$ cat src/rtl/minibus_arbiter.sv
// minibus_arbiter: round-robin arbiter that shares one minibus slave port
// between NUM_MASTERS minibus masters.
//
// Ports:
//   clk, nrst                   clock, asynchronous active-low reset
//   m_addr/m_wdata/m_width      per-master request fields, master i at slice i
//   m_wen/m_ren                 per-master strobes; held until m_ack[i]
//   m_ack                       one-hot completion pulse to the granted master
//   m_err, m_rdata              response qualifiers, valid with m_ack
//   s_addr/s_wdata/s_width      registered request driven to the slave in BUSY
//   s_wen/s_ren                 slave strobes, active only in BUSY
//   s_ack, s_rdata              slave completion and read data
//
// Each transaction takes IDLE (arbitrate and latch), BUSY (drive the slave
// until ack or timeout) and RESP (one-cycle m_ack). Every output is a decode
// of registered state, so there is no combinational path from m_* to s_* or
// from s_ack to m_ack.
module minibus_arbiter #(
  parameter int NUM_MASTERS = 2,
  parameter int ADDR_W      = 32,
  parameter int DATA_W      = 32,
  parameter int TIMEOUT     = 256
) (
  input  logic                          clk,
  input  logic                          nrst,
  input  logic [NUM_MASTERS*ADDR_W-1:0] m_addr,
  input  logic [NUM_MASTERS*DATA_W-1:0] m_wdata,
  input  logic [NUM_MASTERS*2-1:0]      m_width,
  input  logic [NUM_MASTERS-1:0]        m_wen,
  input  logic [NUM_MASTERS-1:0]        m_ren,
  output logic [NUM_MASTERS-1:0]        m_ack,
  output logic                          m_err,
  output logic [DATA_W-1:0]             m_rdata,
  output logic [ADDR_W-1:0]             s_addr,
  output logic [DATA_W-1:0]             s_wdata,
  output logic [1:0]                    s_width,
  output logic                          s_wen,
  output logic                          s_ren,
  input  logic                          s_ack,
  input  logic [DATA_W-1:0]             s_rdata
);

  localparam int IDX_W = (NUM_MASTERS > 1) ? $clog2(NUM_MASTERS) : 1;
  // The counter only has to reach TIMEOUT-1.
  localparam int CNT_W = (TIMEOUT > 1) ? $clog2(TIMEOUT) : 1;
  localparam logic [CNT_W-1:0] TO_LAST = CNT_W'((TIMEOUT == 0) ? 0 : TIMEOUT - 1);

  typedef enum logic [1:0] {IDLE = 2'd0, BUSY = 2'd1, RESP = 2'd2} state_t;

  state_t state_q, state_d;

  logic [IDX_W-1:0]  grant, last_grant, pick;
  logic [ADDR_W-1:0] req_addr;
  logic [DATA_W-1:0] req_wdata;
  logic [1:0]        req_width;
  logic              req_wen, req_ren;
  logic [DATA_W-1:0] rsp_rdata;
  logic              rsp_err;
  logic [CNT_W-1:0]  cnt;

  logic [NUM_MASTERS-1:0] pending;
  logic                   any_pending;
  logic                   timeout_hit;
  logic                   found;
  int                     idx;

  logic [ADDR_W-1:0] addr_a  [NUM_MASTERS];
  logic [DATA_W-1:0] wdata_a [NUM_MASTERS];
  logic [1:0]        width_a [NUM_MASTERS];

  for (genvar g = 0; g < NUM_MASTERS; g++) begin : g_unpack
    assign addr_a[g]  = m_addr[g*ADDR_W +: ADDR_W];
    assign wdata_a[g] = m_wdata[g*DATA_W +: DATA_W];
    assign width_a[g] = m_width[g*2 +: 2];
  end

  assign pending     = m_wen | m_ren;
  assign any_pending = |pending;
  assign timeout_hit = (TIMEOUT != 0) && (cnt == TO_LAST);

  // Round-robin pick: first pending master starting at last_grant+1.
  always_comb begin
    pick  = '0;
    found = 1'b0;
    idx   = 0;
    for (int k = 1; k <= NUM_MASTERS; k++) begin
      idx = (int'(last_grant) + k) % NUM_MASTERS;
      if (!found && pending[IDX_W'(idx)]) begin
        pick  = IDX_W'(idx);
        found = 1'b1;
      end
    end
  end

  always_ff @(posedge clk or negedge nrst) begin
    if (!nrst) state_q <= IDLE;
    else       state_q <= state_d;
  end

  always_comb begin
    state_d = state_q;
    case (state_q)
      IDLE:    if (any_pending) state_d = BUSY;
      // s_ack wins over a coincident timeout; both leave for RESP.
      BUSY:    if (s_ack || timeout_hit) state_d = RESP;
      RESP:    state_d = IDLE;
      default: state_d = IDLE;
    endcase
  end

  always_ff @(posedge clk or negedge nrst) begin
    if (!nrst) begin
      grant      <= '0;
      last_grant <= IDX_W'(NUM_MASTERS - 1);
      req_addr   <= '0;
      req_wdata  <= '0;
      req_width  <= '0;
      req_wen    <= 1'b0;
      req_ren    <= 1'b0;
      rsp_rdata  <= '0;
      rsp_err    <= 1'b0;
      cnt        <= '0;
    end else begin
      case (state_q)
        IDLE: if (any_pending) begin
          grant     <= pick;
          req_addr  <= addr_a[pick];
          req_wdata <= wdata_a[pick];
          req_width <= width_a[pick];
          // Write wins when a master raises both strobes.
          req_wen   <= m_wen[pick];
          req_ren   <= m_ren[pick] & ~m_wen[pick];
          cnt       <= '0;
        end
        BUSY: begin
          if (s_ack) begin
            rsp_rdata <= req_ren ? s_rdata : '0;
            rsp_err   <= 1'b0;
          end else if (timeout_hit) begin
            rsp_rdata <= '0;
            rsp_err   <= 1'b1;
          end else begin
            cnt <= cnt + CNT_W'(1);
          end
        end
        RESP: last_grant <= grant;
        default: begin
          req_addr  <= '0;
          req_wdata <= '0;
          req_width <= '0;
          req_wen   <= 1'b0;
          req_ren   <= 1'b0;
        end
      endcase
    end
  end

  // Output decodes of registered state only.
  always_comb begin
    s_addr  = '0;
    s_wdata = '0;
    s_width = '0;
    s_wen   = 1'b0;
    s_ren   = 1'b0;
    m_ack   = '0;
    m_err   = 1'b0;
    m_rdata = '0;
    if (state_q == BUSY) begin
      s_addr  = req_addr;
      s_wdata = req_wdata;
      s_width = req_width;
      s_wen   = req_wen;
      s_ren   = req_ren;
    end
    if (state_q == RESP) begin
      m_ack[grant] = 1'b1;
      m_err        = rsp_err;
      m_rdata      = rsp_rdata;
    end
  end

endmodule
$ cat config.mk
export PLATFORM = sky130hd
export DESIGN_NAME = minibus_arbiter
export DESIGN_NICKNAME = d
export VERILOG_FILES = /design/src/rtl/minibus_arbiter.sv
export SDC_FILE = /design/constraint.sdc
export NUM_CORES = 1
export LEC_CHECK = 0
export BUFFER_PORTS_ARGS = -buffer_cell sky130_fd_sc_hd__clkbuf_2
export CAP_MARGIN = 20
export CORE_ASPECT_RATIO = 1.4
export CORE_MARGIN = 2
export CORE_UTILIZATION = 47
export CTS_CLUSTER_DIAMETER = 60
export DETAILED_ROUTE_END_ITERATION = 8
export HOLD_SLACK_MARGIN = 0.1
export PLACE_DENSITY = 0.81
export SLEW_MARGIN = 20
export SYNTH_ARGS = -nofsm -noshare
export SYNTH_HDL_FRONTEND = slang
export SYNTH_SLANG_ARGS = --single-unit
$ cat constraint.sdc
create_clock -name clk -period 2.5 [get_ports clk]
set_clock_uncertainty 0.05 [all_clocks]
set_input_delay 0 -clock clk [delete_from_list [all_inputs] [get_ports clk]]
set_output_delay 0 -clock clk [all_outputs]
set_load 0.01 [all_outputs]
# After elaboration in Yosys (flattened, before gate mapping)
# Cells that the tools add are included.
dict set report word_totals {
  ff_bits 113
  output_inout_bits 103
  wordCells 98
}
dict set report classes {
  add_sub_neg 3
  order_cmp 6
  n_eq_ne 7
  muxes 52
  n_bitwise 5
  n_reduce_logical 14
}
# cell n
set ops {}
lappend ops {{32-bit 2-to-1 mux} 14}
lappend ops {{32-bit one-hot mux with 2 select lines} 2}
lappend ops {{8-bit 2-to-1 mux} 3}
lappend ops {{1-bit 2-to-1 mux} 19}
lappend ops {{2-bit 2-to-1 mux} 8}
lappend ops {{8-bit one-hot mux with 2 select lines} 1}
lappend ops {{8-bit by 1-bit adder with 8-bit output (second input constant)} 1}
lappend ops {{8-bit equality test (second input constant)} 1}
lappend ops {{2-bit inequality test (second input constant)} 4}
lappend ops {{2-bit one-hot mux with 2 select lines} 2}
lappend ops {{2-bit AND reduction} 4}
lappend ops {{1-bit by 3-bit < comparator with 1-bit output (second input constant)} 2}
lappend ops {{1-bit by 2-bit < comparator with 1-bit output (second input constant)} 2}
lappend ops {{1-bit one-hot mux with 2 select lines} 2}
lappend ops {{4-bit AND reduction} 1}
lappend ops {{2-bit nonzero test} 2}
lappend ops {{2-bit OR reduction} 2}
lappend ops {{1-bit adder (second input constant)} 2}
lappend ops {{2-bit by 1-bit equality test with 1-bit output (second input constant)} 1}
lappend ops {{2-bit equality test (second input constant)} 1}
lappend ops {{2-bit >= comparator (second input constant)} 1}
lappend ops {{1-bit logical AND} 2}
lappend ops {{2-bit logical NOT} 1}
lappend ops {{1-bit inverter} 2}
lappend ops {{other kinds (7)} 7}

# Logic depth before layout (Yosys ltp)
dict set report logic_depth {
  ltp_word 14
  depth_mapped 8
  mapped_depth_nobuf 6
}

# Least setup slack after synthesis
# No wires, ideal clock.
dict set report synth_timing {
  path_type {flip-flop to flip-flop}
  start {register cnt[0]}
  end {register cnt[1]}
  setup_ns 0.079
  arrival_time_ns 1.680
  t_required_ns 2.371
  path_slack_ns 0.690
  stages_incl_launch_ff 7
  n_path_buf 1
  synth_period_minus_slack_ns 1.810
  cell_sequence {dfrtp_1 -> ha_1 -> and3_1 -> buf_2 -> and3_2 -> a211oi_4 -> mux2i_1}
}
dict set report synth_via {
  elab_chain_cells 4
  word_cells_on_any_way 7
  classes_between {add/sub: 1; eq/ne: 2; mux: 3; reduce/logical: 1}
}
# element line
set synth_lines {}
lappend synth_lines {{from (decl)} 59} ;# logic [CNT_W-1:0] cnt;
lappend synth_lines {{from (signal assigned)} 143} ;# cnt <= cnt + CNT_W'(1);
lappend synth_lines {{8-bit by 1-bit adder with 8-bit output} 143}
lappend synth_lines {{8-bit 2-to-1 mux} 139} ;# end else if (timeout_hit) begin
lappend synth_lines {{8-bit 2-to-1 mux} 136} ;# if (s_ack) begin
lappend synth_lines {{8-bit one-hot mux with 2 select lines} 124} ;# case (state_q)
# Several ways; a longest one is shown, not always the timed one. The select of a mux whose other input is x is not followed.
# A chain may end at the register's enable or synchronous reset.

# Worst setup path in the final report
dict set report layout_timing {
  start {register last_grant}
  end {register req_wdata[29]}
}
dict set report layout_via {
  elab_chain_cells 9
  word_cells_on_any_way 10
  classes_between {add/sub: 2; mux: 7; bitwise: 1}
}
# element line
set layout_lines {}
lappend layout_lines {{from (decl)} 52} ;# logic [IDX_W-1:0] grant, last_grant, pick;
lappend layout_lines {{from (signal assigned)} 114} ;# last_grant <= IDX_W'(NUM_MASTERS - 1);
lappend layout_lines {{from (signal assigned)} 146} ;# RESP: last_grant <= grant;
lappend layout_lines {{1-bit adder} 87} ;# idx = (int'(last_grant) + k) % NUM_MASTERS;
lappend layout_lines {{1-bit 2-to-1 mux} 88} ;# if (!found && pending[IDX_W'(idx)]) begin
lappend layout_lines {{1-bit 2-to-1 mux (*)} 88}
lappend layout_lines {{1-bit inverter with 2-bit output (implied by the code) (*)} 128} ;# req_wdata <= wdata_a[pick];
lappend layout_lines {{32-bit 2-to-1 mux (implied by the code) (*) (3 in a row)} 128}
lappend layout_lines {{32-bit 2-to-1 mux (*)} 125} ;# IDLE: if (any_pending) begin
lappend layout_lines {{32-bit one-hot mux with 2 select lines (*)} 124}
lappend layout_lines {{to (signal assigned)} 128}
lappend layout_lines {{to (decl)} 54} ;# logic [DATA_W-1:0] req_wdata;
# Mark *: on every way between the ends. The rest lies on a longest branch, timed or not. The select of a mux whose other input is x is not followed.

==> flow_results.xml <==
<?xml version="1.0" encoding="UTF-8"?>
<metrics>
  <group name="layout">
    <metric name="final_core_util" unit="%">80.5</metric>
    <metric name="fin_area" unit="um^2">9560</metric>
    <metric name="multiInputGateArea" unit="um^2">2670</metric>
    <metric name="final-seq-area" unit="um^2">2830</metric>
    <metric name="final.fill_count" unit="">643</metric>
    <metric name="syn_to_final_growth" unit="%">66.0</metric>
    <metric name="final_layout_size_suffix_gt1_share" unit="%">34.4</metric>
    <metric name="design.final.nets" unit="">1104</metric>
  </group>
  <group name="sta">
    <metric name="tns" unit="ns">0</metric>
    <metric name="timing_worst_slew_pin_value" unit="ns">0.685</metric>
    <metric name="min_period_over_period" unit="%">95.0</metric>
    <metric name="rsz0062_at_grt" unit="">no</metric>
    <metric name="timing.slew.headroom" unit="%">54.3</metric>
    <metric name="finalMaxSlewViolations" unit="">0</metric>
    <metric name="timing.fmax" unit="MHz">421</metric>
    <metric name="final.min_clock_period" unit="ns">2.37</metric>
    <metric name="hold_violations" unit="">0</metric>
    <metric name="layout_setup_ws" unit="ns">0.126</metric>
    <metric name="final-setup-viol-count" unit="">0</metric>
  </group>
  <group name="synthesis">
    <metric name="synth_sequential_area_ratio" unit="%">49.1</metric>
    <metric name="ys.flop_type" unit="">sky130_fd_sc_hd__dfrtp_1</metric>
    <metric name="post_synth_instance_area" unit="um^2">5760</metric>
    <metric name="number_of_flops_mapped_to_enable_cells_by_yosys" unit="">0</metric>
    <metric name="yosys_register_bits" unit="">113</metric>
    <metric name="synth_top_cell_by_area" unit="">sky130_fd_sc_hd__dfrtp_1</metric>
    <metric name="synth_area_per_cell" unit="um^2">11.6</metric>
    <metric name="postSynthCellCount" unit="">498</metric>
    <metric name="yosysTopAreaCellShare" unit="%">48.7</metric>
    <metric name="ys_top_cells_by_area" unit="">sky130_fd_sc_hd__dfrtp_1 (49%), sky130_fd_sc_hd__mux2i_1 (12%), sky130_fd_sc_hd__and2_1 (11%)</metric>
    <metric name="synth-async-reset-ratio" unit="%">100</metric>
    <metric name="synth_cell_type_count" unit="">36</metric>
    <metric name="synth_fp_nets" unit="">673</metric>
    <metric name="synth.yosys.warnings" unit="">0</metric>
  </group>
  <group name="critical_path">
    <metric name="critical_path.max_fanout" unit="">36</metric>
    <metric name="cp-end-kind" unit="">register</metric>
    <metric name="timing.critical_path.slowest_cell_delay" unit="ns">0.62</metric>
    <metric name="worst-endpoint-arrival" unit="ns">2.58</metric>
    <metric name="cp.required" unit="ns">2.70</metric>
    <metric name="worstPathCellList" unit="">or2_4 &gt; buf_4 &gt; mux2i_1 &gt; dlygate4sd3_1 &gt; o2bb2ai_1</metric>
    <metric name="critPathSlowestCell" unit="">sky130_fd_sc_hd__dlygate4sd3_1</metric>
    <metric name="startpoint_type" unit="">register</metric>
    <metric name="setup.worst_path.class" unit="">reg2reg</metric>
    <metric name="critical_path.n_buffers_inverters" unit="">2</metric>
    <metric name="crit_family" unit="">buffers and inverters</metric>
  </group>
  <group name="detailed_routing">
    <metric name="routed_wl" unit="um">21900</metric>
    <metric name="drt_drc_violations_left" unit="">0</metric>
    <metric name="via_per_inst" unit="">5.62</metric>
    <metric name="average_wire_per_standard_cell" unit="um">20.1</metric>
    <metric name="detailroute.via_count" unit="">6126</metric>
    <metric name="number_of_drc_markers_after_the_initial_detailed_route_iteration" unit="">342</metric>
    <metric name="dr.pass1.iters" unit="">4</metric>
    <metric name="detail-route-antenna-nets" unit="">0</metric>
  </group>
  <group name="grt">
    <metric name="first_global_vias" unit="">6470</metric>
    <metric name="grt_overflow_total" unit="">0</metric>
    <metric name="grt_usage" unit="%">32.4</metric>
    <metric name="grt_first_pass_wirelength" unit="um">33700</metric>
    <metric name="largest_net_degree_at_the_start_of_global_routing" unit="">69</metric>
    <metric name="antenna_violations_before_repair" unit="">2</metric>
  </group>
  <group name="cts">
    <metric name="clkTransAtPathRegs" unit="ns">0.06</metric>
    <metric name="max-clock-path-buffers" unit="">2</metric>
    <metric name="cts_sinks" unit="">113</metric>
    <metric name="clock-root-buffer" unit="">sky130_fd_sc_hd__clkbuf_16</metric>
    <metric name="clock_latency" unit="ns">0.40</metric>
    <metric name="cts_tree" unit="">done</metric>
    <metric name="clock_tree.htree_level_count" unit="">4</metric>
    <metric name="cts-buffers-inserted" unit="">17</metric>
    <metric name="post-cts-setup-buffers" unit="">0</metric>
  </group>
  <group name="power_and_ir_drop">
    <metric name="vdd_drop_max" unit="mV">0.593</metric>
    <metric name="total_power" unit="mW">9.86</metric>
    <metric name="power_density" unit="nW/um^2">1030</metric>
    <metric name="cellLeakagePower" unit="nW">4.89</metric>
  </group>
  <group name="floorplan">
    <metric name="placementRows" unit="">47</metric>
    <metric name="fp.dieH" unit="um">135</metric>
    <metric name="die_area" unit="um^2">13200</metric>
    <metric name="io-pin-count" unit="">274</metric>
    <metric name="floorplan.initialDensity" unit="%">48.5</metric>
    <metric name="coreArea" unit="um^2">11900</metric>
    <metric name="die-width" unit="um">97.5</metric>
  </group>
  <group name="job">
    <metric name="drv.max_cap_violation_count" unit="">0</metric>
  </group>
  <group name="placement">
    <metric name="pre_cts_ws" unit="ns">0.406</metric>
    <metric name="detailed_place_hpwl" unit="um">11100</metric>
    <metric name="final_weighted_congestion_of_routability_driven_global_placement" unit="">0.789</metric>
    <metric name="port_buffers" unit="">273</metric>
    <metric name="placement.cell_area" unit="um^2">7140</metric>
  </group>
  <group name="hold_path">
    <metric name="holdCritPathClass" unit="">in2async</metric>
  </group>
  <group name="outcome">
    <metric name="status" unit="">finished clean</metric>
  </group>
</metrics>
-- state kept, by name, indices dropped and copies added (netlist names) --
name and flops:
req_wdata 32, req_ren 1, grant 1, last_grant 1, rsp_err 1, req_addr 32
state_q 2, req_width 2, req_wen 1, cnt 8, rsp_rdata 32
-- report_power, final --
part,internal (mW),switching (mW)
combinational,1.90,2.35
sequential,2.47,0.395
clock,1.92,0.828
total,6.28,3.57
-- cells by family (layout without fill, tap and decap cells) --
group | after synthesis | in the layout | share of synthesized area [%]
adders and majority gates | 4 | 4 | 0.869
AOI/OAI and AO/OA | 127 | 127 | 18.4
muxes | 71 | 71 | 12.4
buffers and inverters | 50 | 492 | 4.85
and+or+nand+nor | 133 | 134 | 14.4
other | 0 | 2 | 0
DFF | 113 | 113 | 49.1
-- area by class of cell --
cell class	count	area share (%)
timing repair buffer	455	33.3
sequential	113	29.6
multi-input combinational	336	27.9
clock buffer	21	4.82
clock inverter	10	2.16
tap	147	1.92
inverter	6	0.236
antenna	2	0.0523
-- worst reg2reg max path, stage by stage, from the launching register on --
cell,delay [ns]
sky130_fd_sc_hd__dfstp_2,0.55
sky130_fd_sc_hd__or2_4,0.13
sky130_fd_sc_hd__buf_4,0.51
sky130_fd_sc_hd__mux2i_1,0.28
sky130_fd_sc_hd__dlygate4sd3_1,0.62
sky130_fd_sc_hd__o2bb2ai_1,0.10
-- metal layers --
metal | wire length, um | global-route usage, %
met1 | 7910 | 36.9
met2 | 11200 | 56.0
met3 | 1680 | 7.76
met4 | 1070 | 17.7
met5 | 0 | 0
-- cell usage after synthesis, types with 2 or more instances --
cell                        number
sky130_fd_sc_hd__dfrtp_1       112
sky130_fd_sc_hd__and2_1        103
sky130_fd_sc_hd__mux2i_1        70
sky130_fd_sc_hd__o2bb2ai_1      68
sky130_fd_sc_hd__a22o_1         32
sky130_fd_sc_hd__buf_2          16
sky130_fd_sc_hd__clkbuf_1       16
sky130_fd_sc_hd__a31oi_1        10
sky130_fd_sc_hd__buf_6           7
sky130_fd_sc_hd__nand2_1         7
sky130_fd_sc_hd__inv_1           6
sky130_fd_sc_hd__o21ai_0         6
sky130_fd_sc_hd__and3_1          5
sky130_fd_sc_hd__buf_4           5
sky130_fd_sc_hd__nand2b_1        5
sky130_fd_sc_hd__a21oi_1         4
sky130_fd_sc_hd__ha_1            4
sky130_fd_sc_hd__nand3_1         2
sky130_fd_sc_hd__nor2_1          2
sky130_fd_sc_hd__nor2b_1         2
-- layout by cell type, fill, tap and decap left out, types with 3 or more instances in the layout --
cell type | synthesis | routed
sky130_fd_sc_hd__mux2i_1 | 70 | 70
sky130_fd_sc_hd__and3_1 | 5 | 5
sky130_fd_sc_hd__a21oi_1 | 4 | 4
sky130_fd_sc_hd__a22o_1 | 32 | 32
sky130_fd_sc_hd__dlygate4sd3_1 | 0 | 173
sky130_fd_sc_hd__bufinv_16 | 0 | 6
sky130_fd_sc_hd__and2_1 | 103 | 103
sky130_fd_sc_hd__nand2b_1 | 5 | 4
sky130_fd_sc_hd__o21ai_0 | 6 | 6
sky130_fd_sc_hd__nand2_1 | 7 | 7
sky130_fd_sc_hd__inv_1 | 6 | 6
sky130_fd_sc_hd__a31oi_1 | 10 | 10
sky130_fd_sc_hd__or2_4 | 0 | 3
sky130_fd_sc_hd__buf_4 | 5 | 8
sky130_fd_sc_hd__dfrtp_1 | 112 | 112
sky130_fd_sc_hd__ha_1 | 4 | 3
sky130_fd_sc_hd__o2bb2ai_1 | 68 | 68
sky130_fd_sc_hd__clkbuf_2 | 0 | 272
sky130_fd_sc_hd__clkbuf_16 | 0 | 17
-- metrics by stage --
step,hold WS (ns),std cells
floorplan,-0.346,498
global placement,0.0205,883
detailed placement,0.0286,883
CTS,0.135,1087
global route,0.173,1090
finish,0.114,1090
-- what timing repair did --
| action | 4_1_cts | 5_1_grt |
|---|---|---|
| hold endpoints to repair | 156 | 0 |
| endpoints found under the setup margin | 0 | 67 |
| resized for setup | 0 | 2 |
| hold buffers | 173 | 0 |
-- path summary, 6_finish.rpt --
kind | cells past startpoint | endpoint | slack [ns] | start
max in group asynchronous | 3 | last_grant | 1.45 | nrst
worst max register to register | 5 | req_wdata[29] | 0.13 | last_grant
worst min-delay path | 2 | req_wdata[9] | 0.11 | nrst
worst max-delay path | 5 | req_wdata[29] | 0.13 | last_grant
min in group clk | 5 | cnt[7] | 0.17 | m_ren[0]
worst min register to register | 1 | req_wdata[7] | 0.43 | req_wdata[7]
No activity file was read; power rests on OpenSTA's default activity.
